`src/rtl/vga_draw_arbiter.sv`:
```
// Round-robin arbiter sharing the VGA adapter plot port among the drawing engines.
// The granted engine's pixel stream is registered onto the adapter; a watchdog forces release.
module vga_draw_arbiter #(
  parameter int NUM_REQ        = 6,
  parameter int TIMEOUT_CYCLES = 20000
) (
  input  logic                 clk,
  input  logic                 reset,
  input  logic [NUM_REQ-1:0]   req,
  input  logic [NUM_REQ-1:0]   done,
  input  logic [NUM_REQ-1:0]   plot_in,
  input  logic [8*NUM_REQ-1:0] x_in,
  input  logic [7*NUM_REQ-1:0] y_in,
  input  logic [3*NUM_REQ-1:0] colour_in,
  output logic [NUM_REQ-1:0]   grant,
  output logic [7:0]           x_out,
  output logic [6:0]           y_out,
  output logic [2:0]           colour_out,
  output logic                 plot,
  output logic                 busy,
  output logic [2:0]           active_id,
  output logic                 timeout,
  output logic [1:0]           state_dbg
);

  localparam int IW = $clog2(NUM_REQ);
  localparam logic [23:0] TO_LAST = (TIMEOUT_CYCLES == 0) ? 24'd0 : 24'(TIMEOUT_CYCLES - 1);

  typedef enum logic [1:0] {
    S_IDLE    = 2'd0,
    S_GRANT   = 2'd1,
    S_RELEASE = 2'd2
  } state_e;

  state_e            state_q, state_d;
  logic [NUM_REQ-1:0] grant_q, grant_d;
  logic [IW-1:0]     id_q, id_d;
  logic [IW-1:0]     last_q, last_d;
  logic [23:0]       cnt_q, cnt_d;
  logic [7:0]        x_q, x_d;
  logic [6:0]        y_q, y_d;
  logic [2:0]        col_q, col_d;
  logic              plot_q, plot_d;
  logic              timeout_q, timeout_d;

  logic [7:0] x_arr   [NUM_REQ];
  logic [6:0] y_arr   [NUM_REQ];
  logic [2:0] col_arr [NUM_REQ];

  for (genvar g = 0; g < NUM_REQ; g++) begin : g_unpack
    assign x_arr[g]   = x_in[8*g +: 8];
    assign y_arr[g]   = y_in[7*g +: 7];
    assign col_arr[g] = colour_in[3*g +: 3];
  end

  // Round-robin search starts just above the last released requester.
  logic          win_found;
  logic [IW-1:0] win_id;
  int            cand;

  always_comb begin
    win_found = 1'b0;
    win_id    = '0;
    cand      = 0;
    for (int k = 1; k <= NUM_REQ; k++) begin
      cand = (int'(last_q) + k) % NUM_REQ;
      if (!win_found && req[IW'(cand)]) begin
        win_found = 1'b1;
        win_id    = IW'(cand);
      end
    end
  end

  logic wd_fire;
  assign wd_fire = (TIMEOUT_CYCLES != 0) && (cnt_q == TO_LAST);

  always_comb begin
    state_d   = state_q;
    grant_d   = grant_q;
    id_d      = id_q;
    last_d    = last_q;
    cnt_d     = '0;
    x_d       = x_q;
    y_d       = y_q;
    col_d     = col_q;
    plot_d    = 1'b0;
    timeout_d = 1'b0;
    case (state_q)
      S_IDLE: begin
        if (win_found) begin
          state_d         = S_GRANT;
          grant_d         = '0;
          grant_d[win_id] = 1'b1;
          id_d            = win_id;
        end
      end
      S_GRANT: begin
        cnt_d  = cnt_q + 24'd1;
        x_d    = x_arr[id_q];
        y_d    = y_arr[id_q];
        col_d  = col_arr[id_q];
        plot_d = plot_in[id_q];
        if (done[id_q] || !req[id_q] || wd_fire) begin
          state_d   = S_RELEASE;
          grant_d   = '0;
          last_d    = id_q;
          // A normal completion in the same cycle as the watchdog is not a forced release.
          timeout_d = wd_fire && !done[id_q];
        end
      end
      S_RELEASE: state_d = S_IDLE;
      default:   state_d = S_IDLE;
    endcase
  end

  always_ff @(posedge clk) begin
    if (reset) begin
      state_q   <= S_IDLE;
      grant_q   <= '0;
      id_q      <= '0;
      last_q    <= IW'(NUM_REQ - 1);
      cnt_q     <= '0;
      x_q       <= '0;
      y_q       <= '0;
      col_q     <= '0;
      plot_q    <= 1'b0;
      timeout_q <= 1'b0;
    end else begin
      state_q   <= state_d;
      grant_q   <= grant_d;
      id_q      <= id_d;
      last_q    <= last_d;
      cnt_q     <= cnt_d;
      x_q       <= x_d;
      y_q       <= y_d;
      col_q     <= col_d;
      plot_q    <= plot_d;
      timeout_q <= timeout_d;
    end
  end

  assign grant      = grant_q;
  assign x_out      = x_q;
  assign y_out      = y_q;
  assign colour_out = col_q;
  assign plot       = plot_q;
  assign busy       = (state_q != S_IDLE);
  assign active_id  = 3'(id_q);
  assign timeout    = timeout_q;
  assign state_dbg  = state_q;

endmodule
```
`config.mk`:
```
export PLATFORM = sky130hd
export DESIGN_NAME = vga_draw_arbiter
export DESIGN_NICKNAME = d
export VERILOG_FILES = /design/src/rtl/vga_draw_arbiter.sv
export SDC_FILE = /design/constraint.sdc
export NUM_CORES = 1
export LEC_CHECK = 0
export BUFFER_PORTS_ARGS = -buffer_cell sky130_fd_sc_hd__buf_2
export CAP_MARGIN = 20
export CORE_MARGIN = 2
export CORE_UTILIZATION = 45
export DETAILED_ROUTE_END_ITERATION = 10
export GPL_TIMING_DRIVEN = 0
export PLACE_DENSITY_LB_ADDON = 0.1
export SKIP_LAST_GASP = 1
export SYNTH_ARGS = -nofsm -noshare
export SYNTH_HDL_FRONTEND = slang
export SYNTH_SLANG_ARGS = --single-unit
```
`constraint.sdc`:
```
create_clock -name clk -period 3.89 [get_ports clk]
set_input_delay 0.9725 -clock clk [delete_from_list [all_inputs] [get_ports clk]]
set_output_delay 0.9725 -clock clk [all_outputs]
set_load 0.03 [all_outputs]
```
==> impl_metrics.json, run 1 <==
{
  "top_layer": "met4",
  "crit_start": "last_q[0]",
  "crit_arrival_ns": 3.94,
  "clock_skew_ns": 0.0118,
  "drive_gt1_share_pct": 41.2,
  "synth_edf_count": 0,
  "die_w_um": 101,
  "clock_latency_ns": 0.33,
  "clock_path_buffers": 2,
  "yosysWarnings": 0,
  "grt_pass1_vias": 3918,
  "hold_viol": 0,
  "die_h_um": 101,
  "track_usage_pct": 23.5,
  "synth_area_leaders": "dfxtp_1, mux4_2, mux2_2, nor2_1, a22oi_1",
  "cap_violations": 0,
  "vias": 4208,
  "ys_seq_area_share_pct": 27.5,
  "path_class": "register to register",
  "wl_per_cell_um": 16.3,
  "start_kind": "register",
  "overflow": 0,
  "timing.final.max_slew_violations": 0,
  "postRouteAntennaNets": 0,
  "antenna_cells": 0,
  "synth-seq-cells": 58,
  "drtIter0Drc": 114,
  "fp-row-count": 35,
  "critPathMaxFanout": 10,
  "report.final.setup_viol": 0,
  "reg2reg_depth": 15,
  "endpoint": "grant[0]",
  "synth_nets": 599,
  "cts.reportedPaths.clkPinSlew_ns": 0.06,
  "layout_common_cells": "buf_2, nor2_1, dfxtp_1",
  "htreeDepth": 3,
  "finalNetCount": 772,
  "pre_cts_ws_ns": -0.397,
  "design_area_um2": 5510,
  "hold_buffers": 0,
  "grt_pass1_wl_um": 18900,
  "hold_path_class": "register to register",
  "dp.final_hpwl_um": 9830,
  "syn_area_per_cell_um2": 9.26,
  "antenna_found_initial": 0,
  "cts_sinks": 58,
  "core-area_um2": 9150,
  "cts_root_buf": "clkbuf_8",
  "grt_max_degree": 11,
  "fin_cells": 745,
  "wl_met1_um": 5150,
  "area_growth_pct": 30.6,
  "synth_ff_type": "dfxtp_1",
  "syn_area_um2": 4220,
  "cts_tree": "done",
  "n_fill_cell": 857,
  "postLayoutSetupSlackWorst_ns": 0.171,
  "worstMarginPinSlew_ns": 0.843,
  "ioPinCount": 160,
  "worstPathRequired_ns": 4.11,
  "min_period_ns": 3.72,
  "cp-end-kind": "register",
  "drc_errors": 0,
  "fin_crit_sh_pct": 95.6,
  "wl_met3_um": 691,
  "powerDensity_nw_per_um2": 684,
  "timing.slew.headroom_pct": 43.8,
  "start_util_pct": 46.1,
  "utilization_pct": 60.2,
  "reg2reg_to": "grant[0]",
  "reg2reg_slack_ns": 0.17,
  "die-area_um2": 10200,
  "outcome": "finished clean",
  "power_leakage_uw": 0.00235,
  "io_buffers": 158,
  "gp_congestion": 0.871,
  "routed_wl_um": 12200,
  "max_freq_ghz": 0.269,
  "synth_top_area_share_pct": 27.5,
  "ys_types": 66,
  "layout_commonest_cell": "buf_2",
  "via_per_inst": 5.65,
  "syn-instance-count": 456,
  "place_inst": 725,
  "place_area_um2": 5150,
  "wl_met2_um": 6240,
  "drtPass1Iterations": 4,
  "vdd_drop_max_mv": 0.312,
  "reg2reg_from": "last_q[0]",
  "synthArstFlopShare_pct": 0,
  "cts_made_buffers": 9,
  "yosysTopAreaCell": "dfxtp_1"
}
==> critical path, cell delays in order (launching register included) <==
cell and delay (ns):
dfxtp_4 0.36, buf_8 0.15, buf_12 0.15, inv_1 0.08
ha_2 0.24, xor2_4 0.18, inv_2 0.08, ha_1 0.29
nor2b_2 0.16, a21o_1 0.16, a32oi_2 0.14, and3_4 0.21
or4_4 0.53, o41ai_4 0.42, o21ba_4 0.23, a32o_1 0.24
==> how the worst min path moves through the flow <==
stage / from / to / slack (ns) / cells past startpoint
2_1_floorplan: cnt_q[0] / cnt_q[0] / 0.44 / 1
3_3_place_gp: cnt_q[0] / cnt_q[0] / 0.46 / 1
3_5_place_dp: cnt_q[0] / cnt_q[0] / 0.47 / 1
4_1_cts: cnt_q[0] / cnt_q[0] / 0.48 / 1
5_1_grt: cnt_q[0] / cnt_q[0] / 0.51 / 1
6_report: cnt_q[0] / cnt_q[0] / 0.48 / 1
==> report_power, final <==
| group | total [uW] | switching, uW | internal (uW) |
|---|---|---|---|
| logic | 2400 | 1370 | 1030 |
| clock network | 583 | 236 | 347 |
| registers | 787 | 73.8 | 714 |
==> per-stage QoR <==
stage               power (uW)  setup TNS, ns  hold slack, ns
floorplan                 2460              0           0.438
global placement          2940          -2.34           0.457
detailed placement        2980          -3.14           0.466
CTS                       3630              0           0.484
global route              4020       -0.00262           0.506
finish                    3770              0           0.477
==> timing repair <==
item,in CTS,in global routing
pin swaps,2,5
setup buffers,3,1
resized for setup,7,22
endpoints found under the setup margin,10,10
==> cell usage after synthesis, drive strengths merged (4+ instances only) <==
| cell | count |
|---|---|
| or3 | 5 |
| clkbuf | 22 |
| mux2 | 25 |
| dfxtp | 58 |
| and3 | 8 |
| ha | 15 |
| nor2b | 5 |
| nand4 | 9 |
| mux2i | 8 |
| nand3 | 13 |
| a22oi | 26 |
| nor2 | 58 |
| nor3 | 7 |
| o21ai | 11 |
| o211ai | 4 |
| xnor2 | 4 |
| inv | 14 |
| buf | 7 |
| xor2 | 17 |
| o21a | 7 |
| mux4 | 22 |
| nand2 | 24 |
| a21oi | 17 |
| a211oi | 21 |
| nand2b | 5 |
| a21o | 6 |
==> cell type report <==
cell class	count	area (um2)	share of cell area, %
Clock buffer	12	165	3.00
Buffer	29	148	2.68
Tap cell	111	139	2.52
Inverter	14	52.6	0.954
Timing Repair Buffer	162	821	14.9
Sequential cell	58	1170	21.2
Multi-Input combinational cell	355	2970	53.9
Clock inverter	4	48.8	0.886
==> cell families after synthesis <==
kind of cell,Yosys count,share of synthesized area [%]
mux,55,20.6
fa+ha+maj,16,4.68
simple gates,145,16.6
xor+xnor,21,4.98
compound gates,118,21.4
buf+inv,43,4.21
flops,58,27.5
==> state kept, by name, indices dropped and copies added, names as in the netlist <==
signal and cells:
state_dbg 2, cnt_q 24, grant 6, y_out 7, x_out 8, last_q 3, timeout 1, plot 1
colour_out 3, active_id 3
==> routing by layer <==
layer | global-route usage (%) | vias to the layer above
met2 | 38.8 | 146
met3 | 4.99 | 8
li1 | - | 2068
met4 | 7.06 | 0
met1 | 30.9 | 1986
met5 | 0 | -
(Power assumes the default switching activity.)
==> run 2: changes to the inputs <==
- PLACE_DENSITY: unset -> 0.77
- PLACE_DENSITY_LB_ADDON: 0.1 -> unset
==> run 2 against run 1 <==
First-iteration DRC count up 60%. Global-route usage up 2.0 points. Critical path type unchanged. Register-to-register slack worse by 0.02 ns. Combinational power up 6%.
==> impl_metrics.json, run 2 (synthesized netlist as in run 1, its figures left out) <==
{
  "clock_latency_ns": 0.34,
  "via_per_inst": 5.84,
  "start_kind": "register",
  "whs_ns": 0.476,
  "hold_path_class": "register to register",
  "largest_register_ffs": 24,
  "min_period_ns": 3.74,
  "report.final.setup_viol": 0,
  "cts_tree": "done",
  "wl_per_cell_um": 17.5,
  "worstMarginPinSlew_ns": 0.931,
  "drive_gt1_share_pct": 43.1,
  "cp-end-kind": "register",
  "gp_congestion": 0.915,
  "htreeDepth": 3,
  "max_freq_ghz": 0.267,
  "routed_wl_um": 13100,
  "overflow": 0,
  "layout_common_cells": "buf_2, nor2_1, dfxtp_1",
  "antenna_found_initial": 0,
  "cpPeakStageDelay_ns": 0.52,
  "outcome": "finished clean",
  "cts_root_buf": "clkbuf_8",
  "ioPinCount": 160,
  "clock_skew_ns": 0.00837,
  "cap_violations": 0,
  "finalNetCount": 779,
  "start_util_pct": 46.1,
  "cts_made_buffers": 9,
  "drtIter0Drc": 182,
  "vias": 4391,
  "powerDensity_nw_per_um2": 707,
  "core-area_um2": 9150,
  "timing.slew.headroom_pct": 38.0,
  "cts.reportedPaths.clkPinSlew_ns": 0.07,
  "cts_sinks": 58,
  "io_buffers": 158,
  "worstPathRequired_ns": 4.10,
  "fin_cells": 752,
  "vdd_drop_max_mv": 0.375,
  "path_class": "register to register",
  "utilization_pct": 61.6,
  "grt_max_degree": 13,
  "critPathMaxFanout": 10,
  "grt_pass1_wl_um": 20600,
  "n_fill_cell": 766,
  "drc_errors": 0,
  "power_leakage_uw": 0.00237,
  "timing.final.max_slew_violations": 0,
  "track_usage_pct": 25.5,
  "place_inst": 725,
  "fin_crit_sh_pct": 96.1,
  "grt_pass1_vias": 4394,
  "antenna_cells": 0,
  "clock_path_buffers": 2,
  "fp-row-count": 35,
  "crit_arrival_ns": 3.95,
  "area_growth_pct": 33.6,
  "cp_slowest_cell": "or4_4",
  "drtPass1Iterations": 5,
  "die_h_um": 101,
  "die-area_um2": 10200,
  "layout_commonest_cell": "buf_2",
  "largest-register": "cnt_q",
  "cp_cell_sequence": "buf_12 -> buf_12 -> inv_1 -> ha_4 -> xor2_4 -> inv_4 -> ha_4 -> nor2b_4 -> a21o_1 -> a32oi_2 -> and3_4 -> or4_4 -> o41ai_4 -> buf_4 -> mux2i_1 -> nor2_1",
  "p_total_uw": 3990,
  "dp.final_hpwl_um": 10300,
  "hold_viol": 0,
  "die_w_um": 101,
  "postRouteAntennaNets": 0
}
run 2: path summary, 6_finish.rpt:
path | endpoint | from | slack (ns) | cells after the start
min reg2reg | grant[1] | grant[1] | 0.48 | 1
max | active_id[1] | last_q[0] | 0.15 | 16
min | grant[1] | grant[1] | 0.48 | 1
max reg2reg | active_id[1] | last_q[0] | 0.15 | 16
run 2: report_power, final:
group	leakage [uW]	internal [uW]	switching, uW
Sequential	0.000474	714	82.6
Combinational	0.00179	1110	1450
Clock	0.000106	366	273
Total	0.00237	2190	1800
run 2: area by class of cell:
| type | count | area, um2 | share of cell area [%] |
|---|---|---|---|
| multi-input cells | 355 | 3020 | 53.6 |
| flip-flops and latches | 58 | 1170 | 20.7 |
| repair buffers | 169 | 873 | 15.5 |
| plain buffers | 29 | 153 | 2.71 |
| well taps | 111 | 139 | 2.46 |
| clock buffers | 9 | 124 | 2.20 |
| clock inverters | 7 | 101 | 1.80 |
| inverters | 14 | 58.8 | 1.04 |
run 2: critical path: cells and delay by family (launching register included):
family	cells	cell delay, ns
XOR/XNOR	1	0.24
AND/OR/NAND/NOR	4	0.96
flip-flops	1	0.38
AO/OA/AOI/OAI	3	0.77
buffers and inverters	5	0.64
multiplexers	1	0.18
adder cells (fa/ha/maj)	2	0.42
run 2: routing by layer:
metal	track usage, %	share of wire, %	up-vias
met5	0	0	-
met4	10.7	3.0	0
met3	4.51	6.1	38
met2	45.3	52	190
met1	30.1	39	2080
li1	-	-	2083
run 2: repair_timing:
action / in CTS / in global routing
endpoints found under the setup margin: 10 / 10
gates resized for setup: 7 / 35
pin swaps: 2 / 9
buffers inserted: 3 / 8
endpoints found under the hold margin: 0 / 0
hold buffers: 0 / 0
run 2: through the flow:
step | instance area, um2 | worst slack (ns) | TNS [ns]
after floorplan | 4220 | 0.0803 | 0
after global placement | 5150 | -0.277 | -2.02
after detailed placement | 5150 | -0.389 | -3.01
after CTS | 5420 | 0.0115 | 0
after global routing | 5640 | -0.0238 | -0.0472
final | 5640 | 0.150 | 0
